File: config.mk
export PLATFORM = sky130hd
export DESIGN_NAME = multi_timer
export DESIGN_NICKNAME = d
export VERILOG_FILES = /design/src/rtl/multi_timer.sv
export SDC_FILE = /design/constraint.sdc
export NUM_CORES = 1
export LEC_CHECK = 0
export ABC_AREA = 1
export CAP_MARGIN = 25
export CORE_ASPECT_RATIO = 1.5
export CORE_UTILIZATION = 40
export CTS_CLUSTER_SIZE = 16
export DETAILED_ROUTE_END_ITERATION = 10
export SLEW_MARGIN = 20
export SYNTH_ARGS = -nofsm -noshare
export SYNTH_HDL_FRONTEND = slang
export SYNTH_SLANG_ARGS = --single-unit
File: constraint.sdc
create_clock -name clk -period 2.9 [get_ports clk]
set_input_delay 0.29 -clock clk [delete_from_list [all_inputs] [get_ports clk]]
set_output_delay 0.29 -clock clk [all_outputs]
set_load 0.005 [all_outputs]
File: src/rtl/multi_timer.sv
// multi_timer: NUM_CH down-counters stepped by a shared prescaler tick, exposed as a bus register file.
// Latency: reads, irq and expired_pulse are combinational; register updates land on the next clk edge.
// Backpressure: none; one write accepted per wr_en cycle. Define MULTI_TIMER_CASCADE_EN for chained channels.
module multi_timer #(
  parameter int NUM_CH      = 4,
  parameter int COUNT_WIDTH = 8,
  parameter int PRESCALE    = 50000,
  parameter int PRE_WIDTH   = 16,
  localparam int CH_W       = (NUM_CH > 1) ? $clog2(NUM_CH) : 1
) (
  input  logic                   clk,
  input  logic                   reset,
  input  logic [CH_W-1:0]        ch_sel,
  input  logic [1:0]             reg_addr,
  input  logic [COUNT_WIDTH-1:0] wr_data,
  input  logic                   wr_en,
  output logic [COUNT_WIDTH-1:0] rd_data,
  output logic [NUM_CH-1:0]      expired_pulse,
  output logic                   irq
);

  logic [PRE_WIDTH-1:0]   pre_cnt;
  logic                   tick;
  logic [COUNT_WIDTH-1:0] count  [NUM_CH];
  logic [COUNT_WIDTH-1:0] reload [NUM_CH];
  logic [NUM_CH-1:0]      run;
  logic [NUM_CH-1:0]      periodic;
  logic [NUM_CH-1:0]      irq_en;
  logic [NUM_CH-1:0]      expired;
`ifdef MULTI_TIMER_CASCADE_EN
  logic [NUM_CH-1:0]      cascade;
`endif
  logic [NUM_CH-1:0]      ch_hit;
  logic [NUM_CH-1:0]      wr_count;
  logic [NUM_CH-1:0]      wr_ctrl;
  logic [NUM_CH-1:0]      wr_status;
  logic [NUM_CH-1:0]      step;

  // Free-running prescaler; tick is the single cycle spent at zero. Bus writes never touch it.
  always_ff @(posedge clk or negedge reset) begin
    if (!reset) begin
      pre_cnt <= PRE_WIDTH'(PRESCALE - 1);
    end else if (pre_cnt == '0) begin
      pre_cnt <= PRE_WIDTH'(PRESCALE - 1);
    end else begin
      pre_cnt <= pre_cnt - PRE_WIDTH'(1);
    end
  end

  assign tick = (pre_cnt == '0);

  // Address decode: out-of-range channels match nothing, reg_addr 3 is never a write target.
  always_comb begin
    ch_hit = '0;
    for (int i = 0; i < NUM_CH; i++) begin
      ch_hit[i] = (ch_sel == CH_W'(i));
    end
    wr_count  = (wr_en && reg_addr == 2'd0) ? ch_hit : '0;
    wr_ctrl   = (wr_en && reg_addr == 2'd1) ? ch_hit : '0;
    wr_status = (wr_en && reg_addr == 2'd2) ? ch_hit : '0;
  end

  // Step enables and expiry pulses; a COUNT/CTRL write to a channel swallows its step that cycle.
  always_comb begin
    logic src;
`ifdef MULTI_TIMER_CASCADE_EN
    logic prev;
    prev = 1'b0;
`endif
    step          = '0;
    expired_pulse = '0;
    for (int i = 0; i < NUM_CH; i++) begin
      src = tick;
`ifdef MULTI_TIMER_CASCADE_EN
      if (i > 0 && cascade[i]) src = prev;
`endif
      step[i]          = src && run[i] && !wr_count[i] && !wr_ctrl[i];
      expired_pulse[i] = step[i] && (count[i] == '0);
`ifdef MULTI_TIMER_CASCADE_EN
      prev = expired_pulse[i];
`endif
    end
  end

  // Per-channel state: bus writes first, then counting; a set of expired beats a same-cycle clear.
  always_ff @(posedge clk or negedge reset) begin
    if (!reset) begin
      for (int i = 0; i < NUM_CH; i++) begin
        count[i]  <= '0;
        reload[i] <= '0;
      end
      run      <= '0;
      periodic <= '0;
      irq_en   <= '0;
      expired  <= '0;
`ifdef MULTI_TIMER_CASCADE_EN
      cascade  <= '0;
`endif
    end else begin
      for (int i = 0; i < NUM_CH; i++) begin
        if (wr_count[i]) begin
          count[i]   <= wr_data;
          reload[i]  <= wr_data;
          run[i]     <= 1'b1;
          expired[i] <= 1'b0;
        end else if (wr_ctrl[i]) begin
          run[i]      <= wr_data[0];
          periodic[i] <= wr_data[1];
          irq_en[i]   <= wr_data[2];
`ifdef MULTI_TIMER_CASCADE_EN
          cascade[i]  <= wr_data[3];
`endif
        end else begin
          if (step[i]) begin
            if (count[i] != '0) begin
              count[i] <= count[i] - COUNT_WIDTH'(1);
            end else begin
              expired[i] <= 1'b1;
              if (periodic[i]) count[i] <= reload[i];
              else             run[i]   <= 1'b0;
            end
          end
          if (wr_status[i] && wr_data[0] && !expired_pulse[i]) expired[i] <= 1'b0;
        end
      end
    end
  end

  // Combinational read of the addressed register; unmapped addresses read 0.
  always_comb begin
    logic [3:0] ctrl_rd;
    rd_data = '0;
    ctrl_rd = '0;
    for (int i = 0; i < NUM_CH; i++) begin
      if (ch_hit[i]) begin
`ifdef MULTI_TIMER_CASCADE_EN
        ctrl_rd = {cascade[i], irq_en[i], periodic[i], run[i]};
`else
        ctrl_rd = {1'b0, irq_en[i], periodic[i], run[i]};
`endif
        case (reg_addr)
          2'd0:    rd_data = count[i];
          2'd1:    rd_data = COUNT_WIDTH'(ctrl_rd);
          2'd2:    rd_data = COUNT_WIDTH'(expired[i]);
          default: rd_data = '0;
        endcase
      end
    end
  end

  assign irq = |(expired & irq_en);

endmodule

## Word-level counts from Yosys, hierarchy flattened

Index checks and enable logic that the tools add are counted.

- Bits in read-only memories: 0
- Bits in latches: 0
- Bits in writable memories: 0
- Bits in registers: 96
- Output and inout bits: 13
- Input port bits: 15
- Memories: 0
- Word-level logic and storage cells: 211

- $mul: 0
- Bitwise operators: 5
- Reductions and logical operators: 83
- Order comparisons: 0
- Add/subtract/negate cells: 5
- Shifts and indexed selects: 0
- Mux-type cells: 72
- Equal/unequal tests: 21
- Divide/modulo/power cells: 0

Operators with widths:

| kind | number |
|---|---|
| two-way mux 8 bit | 24 |
| one-hot mux 8 bit (3 select lines) | 4 |
| two-way mux 1 bit | 40 |
| AND reduction 3 bit | 12 |
| nonzero test 3 bit | 12 |
| zero test 8 bit | 4 |
| nonzero test 8 bit | 4 |
| subtractor 8 x 1 -> 8 bit (second input constant) | 4 |
| logical AND 1 bit | 27 |
| zero test 16 bit | 1 |
| two-way mux 16 bit | 1 |
| subtractor 16 x 1 -> 16 bit (second input constant) | 1 |
| zero test 1 bit | 12 |
| two-way mux 4 bit | 3 |
| != test 3 x 1 -> 1 bit (second input constant) | 4 |
| != test 3 x 2 -> 1 bit (second input constant) | 4 |
| != test 3 bit (second input constant) | 4 |
| != test 2 bit (second input constant) | 4 |
| AND reduction 2 bit | 4 |
| nonzero test 2 bit | 4 |
| equality test 2 bit (second input constant) | 3 |
| bitwise AND 4 bit | 1 |
| equality test 2 x 1 -> 1 bit (second input constant) | 2 |
| zero test 2 bit | 2 |
| 2 further kinds | 5 |

## Longest topological paths before layout

- Depth after elaboration: 12
- Gate-level depth with buffers: 12
- Depth with buffers taken out: 12

## Least setup slack after synthesis

Ideal clock, no wire load.

- Kind: reg-to-reg
- From: register pre_cnt[0]
- To: register count[16] in the netlist's numbering
- Path slack: 1.220 ns
- Setup time: 0.117 ns
- Arrival time: 1.563 ns
- Required time: 2.783 ns
- Cell stages (with the launch flop): 13
- Period minus slack after synthesis: 1.680 ns
- Path buffers: 0
- Cell sequence: dfstp_2 > inv_1 > ha_1 > inv_1 > nor2_1 > nand2_1 > nor2_1 > nand2_2 > clkinv_2 > nand3_4 > nand2_4 > nand2_1 > nand2_1

- Cells in the longest elaborated chain, start to end: 6

Ends and longest elaborated chain:

| element | RTL line | source |
|---|---|---|
| start, declared | 22 | `logic [PRE_WIDTH-1:0] pre_cnt;` |
| start signal, assigned | 42 | `pre_cnt <= PRE_WIDTH'(PRESCALE - 1);` |
| start signal, assigned | 44 | `pre_cnt <= PRE_WIDTH'(PRESCALE - 1);` |
| start signal, assigned | 46 | `pre_cnt <= pre_cnt - PRE_WIDTH'(1);` |
| zero test 16 bit | 50 | `assign tick = (pre_cnt == '0);` |
| logical AND 1 bit (3 in a row) | 77 | `step[i] = src && run[i] && !wr_count[i] && !wr_ctrl[i];` |
| nonzero test 2 bit (no source line) | n/a |  |
| AND reduction 3 bit (no source line) | n/a |  |
| end signal, assigned by index | 102 | `count[i] <= wr_data;` |
| end signal, assigned by index | 116 | `count[i] <= count[i] - COUNT_WIDTH'(1);` |
| end signal, assigned by index | 119 | `if (periodic[i]) count[i] <= reload[i];` |
| end, declared | 24 | `logic [COUNT_WIDTH-1:0] count [NUM_CH];` |

No other way between the ends.
A chain may end at the register's enable or synchronous reset.

## Worst setup path after layout

- From: register pre_cnt[0]
- To: output expired_pulse[1]

- Cells in the longest elaborated chain, start to end: 5

Ends and longest elaborated chain:

| element | RTL line | source |
|---|---|---|
| zero test 16 bit | 50 |  |
| logical AND 1 bit (3 in a row) | 77 |  |
| logical AND 1 bit | 78 | `expired_pulse[i] = step[i] && (count[i] == '0);` |
| end, declared | 18 | `output logic [NUM_CH-1:0] expired_pulse,` |

No other way between the ends.

==> flow_summary_export.csv <==
group,metric,value,unit
status,status,"completed",
route,drc_errors,0,
global_routing,grt_pass1_wl,27500,um
floorplan,io_pins,28,
yosys,synth-warning-count,0,
cts,clk_latency,360,ps
global_routing,antenna_found_initial,0,
sta,setup_tns,0,ps
yosys,ys_ff_latch,96,
placed_design,placed_cell_area,6450,um^2
route,drt_iter0_drc,258,
global_routing,grt_util_all_layers,0.241,
worst_setup_path,required,2610,ps
finish,drive_above_1_share,0.0990,
route,drt_wl_total,16900,um
sta,rsz0062_at_grt,"false",
global_routing,grtUsageMet2,0.405,
route,wire_per_inst,15.9,um
global_routing,grt_overflow,0,
yosys,syn_nets,852,
sta,hold_slack,4.30,ps
cts,postCtsHoldBufs,0,
sta,period_needed,2730,ps
placed_design,hpwl,12300,um
job,maxCapViolations,0,
yosys,yosysUniqueCellTypes,35,
power,swShare,0.406,
worst_setup_path,arrival,2440,ps
sta,setup-violations-final,0,
worst_setup_path,worstPathMaxFanout,10,
cts,clkTransAtPathRegs,70,ps
power,power.leakage,3.31,nW
cts,htreeDepth,3,
floorplan,die_h,151,um
finish,area_growth,14.9,%
worst_setup_path,critPathKind,"reg -> out",
yosys,ys.flop_type,"dfrtp_1",
placed_design,numPortBuffers,27,
sta,skew,13.0,ps
power,pwr-share-seq,0.370,
placed_design,globalplace.congestion,0.943,
cts,cts_tree,"done",
route,dr.pass1.iters,4,
sta,finalCritPeriodShare,0.941,
sta,fmax,367,MHz
cts,root_buffer,"clkbuf_16",
route,viasPerCell,5.14,
worst_setup_path,cp_cell_sequence,"inv_1 > ha_1 > inv_1 > nor2_1 > nand2_1 > nor2_1 > nand2_4 > inv_6 > nand2_1 > nor2_1 > clkdlybuf4s50_1",
placed_design,dp_slack,218,ps
power,powerDensity,773,nW/um^2
power,peakVddDrop,314,uV
worst_setup_path,cp-start-kind,"flip-flop",
floorplan,die-area,15200,um^2
power,p_int,3.11,mW
yosys,synth_edf_count,0,
finish,layout_commonest_cell,"nand2_1",
cts,cts_made_buffers,9,
floorplan,rows,54,
finish,fillers,1500,
worst_setup_path,cp-startpoint,"pre_cnt[0]$_DFF_PN1_",
worst_setup_path,crit_path_max_incr_delay,530,ps
global_routing,grt_max_degree,56,
worst_setup_path,reg2reg_from,"pre_cnt[0]$_DFF_PN1_",
global_routing,busiest_layer,"met2",
sta,fin_ws,172,ps
yosys,synthCells,827,
worst_setup_path,cp_slowest_cell,"clkdlybuf4s50_1",
worst_setup_path,crit_path_end_kind,"output port",
yosys,ys_seq_area_frac,0.409,
sta,tightest_slew,751,ps
power,p_sw,2.12,mW
power,combPwrFrac,0.394,
floorplan,chipWidth,101,um
finish,fin_area,6770,um^2
cts,cts.sinks,96,
sta,drv_slew,0,
finish,antenna_cells,0,
yosys,synthArstFlopShare,1.00,
yosys,syn_area,5890,um^2
sta,hold_viol,0,
global_routing,use_met3,0.0446,
global_routing,grt_pass1_vias,5327,
cts,clock_path_buffers,2,
route,via_count,5471,
finish,utilization,0.468,
finish,layout.nets,889,
floorplan,core,14500,um^2
power,p_clk_frac,0.236,
floorplan,initial_utilization,0.408,
worst_setup_path,cpMostUsedCell,"nor2_1",
sta,slew_headroom,0.499,
yosys,synth_area_per_cell,7.13,um^2
hold_path,hp-class,"in -> async",
finish,layout_common_cells,"nand2_1, nand3_1, inv_1",
global_routing,grtUsageMet1,0.292,
route,ant_nets,0,
[stage by stage]
step	instances	total power, mW
floorplan	827	3.40
global placement	1048	4.02
detailed placement	1048	4.03
CTS	1064	5.28
global route	1065	5.70
finish	1065	5.24
[cell families (layout without fill, tap and decap cells)]
group	count (synthesis)	after routing	synth area share
buf+inv	124	166	0.0821
simple gates	473	473	0.370
fa+ha+maj	10	10	0.0212
xor+xnor	9	9	0.0134
flops	96	96	0.409
compound gates	115	115	0.104
[critical path: cells and delay by family (launching register included)]
kind | cells | cell delay [ps]
DFF | 1 | 370
buffers and inverters | 4 | 820
adders and majority gates | 1 | 200
and+or+nand+nor | 6 | 690
[cell usage after synthesis, types with 2 or more instances]
cell	number	area share
nand2_1	244	0.16
nand3_1	116	0.098
inv_1	98	0.062
dfrtp_1	87	0.37
o21ai_0	73	0.062
nor2_1	63	0.040
a21oi_1	20	0.017
buf_2	11	0.0093
nand4_1	11	0.012
o22ai_1	11	0.012
ha_1	10	0.021
dfstp_2	9	0.040
nor2_2	8	0.0085
inv_2	7	0.0045
nor2_4	7	0.013
xor2_1	7	0.010
clkbuf_1	6	0.0038
nand2_2	5	0.0053
nand3_2	5	0.0085
nand3_4	4	0.012
o211ai_1	4	0.0051
nand2_4	3	0.0057
o21ai_1	3	0.0025
o2111ai_1	2	0.0030
or2_2	2	0.0021
xnor2_1	2	0.0030
[sequential cells by signal, summed over array words and instances, names as in the netlist]
signal	cells
periodic	4
run	4
irq_en	4
pre_cnt	16
expired	4
reload	32
count	32
[per-layer routing]
metal / wire length, um / vias to the layer above
li1: - / 2751
met4: 753 / 0
met2: 8340 / 107
met3: 704 / 33
met1: 7110 / 2580
met5: 0 / -
[worst paths after layout]
| kind | endpoint | slack [ps] | cells after the start |
|---|---|---|---|
| worst min register to register | pre_cnt[0]$_DFF_PN1_ | 450 | 1 |
| worst max-delay path | expired_pulse[1] | 170 | 11 |
| worst max register to register | count[19]$_DFFE_PN0P_ | 860 | 13 |
| max in group asynchronous | pre_cnt[14]$_DFF_PN1_ | 2180 | 2 |
| min in group clk | pre_cnt[0]$_DFF_PN1_ | 450 | 1 |
| worst min-delay path | reload[11]$_DFFE_PN0P_ | 4 | 1 |
[timing repair]
| action | CTS | global route |
|---|---|---|
| gates resized for setup | 0 | 3 |
| buffers inserted | 0 | 1 |
| endpoints found under the setup margin | 0 | 4 |
[area by class of cell]
cell class	instances	area, um^2	share of cell area
clock inverters	5	56.3	0.00832
flip-flops and latches	96	2410	0.356
well taps	196	245	0.0362
clock buffers	11	243	0.0359
repair buffers	44	408	0.0602
inverters	106	403	0.0595
multi-input cells	607	3000	0.443
[power by group through the flow]
| stage | Clock, mW | Combinational (mW) | Sequential [mW] |
|---|---|---|---|
| 6_report | 1.24 | 2.06 | 1.94 |
| 5_1_grt | 1.32 | 2.39 | 1.98 |
| 4_1_cts | 1.26 | 2.08 | 1.94 |
| 3_5_place_dp | 0 | 2.08 | 1.96 |
| 3_3_place_gp | 0 | 2.06 | 1.96 |
| 2_1_floorplan | 0 | 1.54 | 1.86 |
No activity file was read; power rests on OpenSTA's default activity.
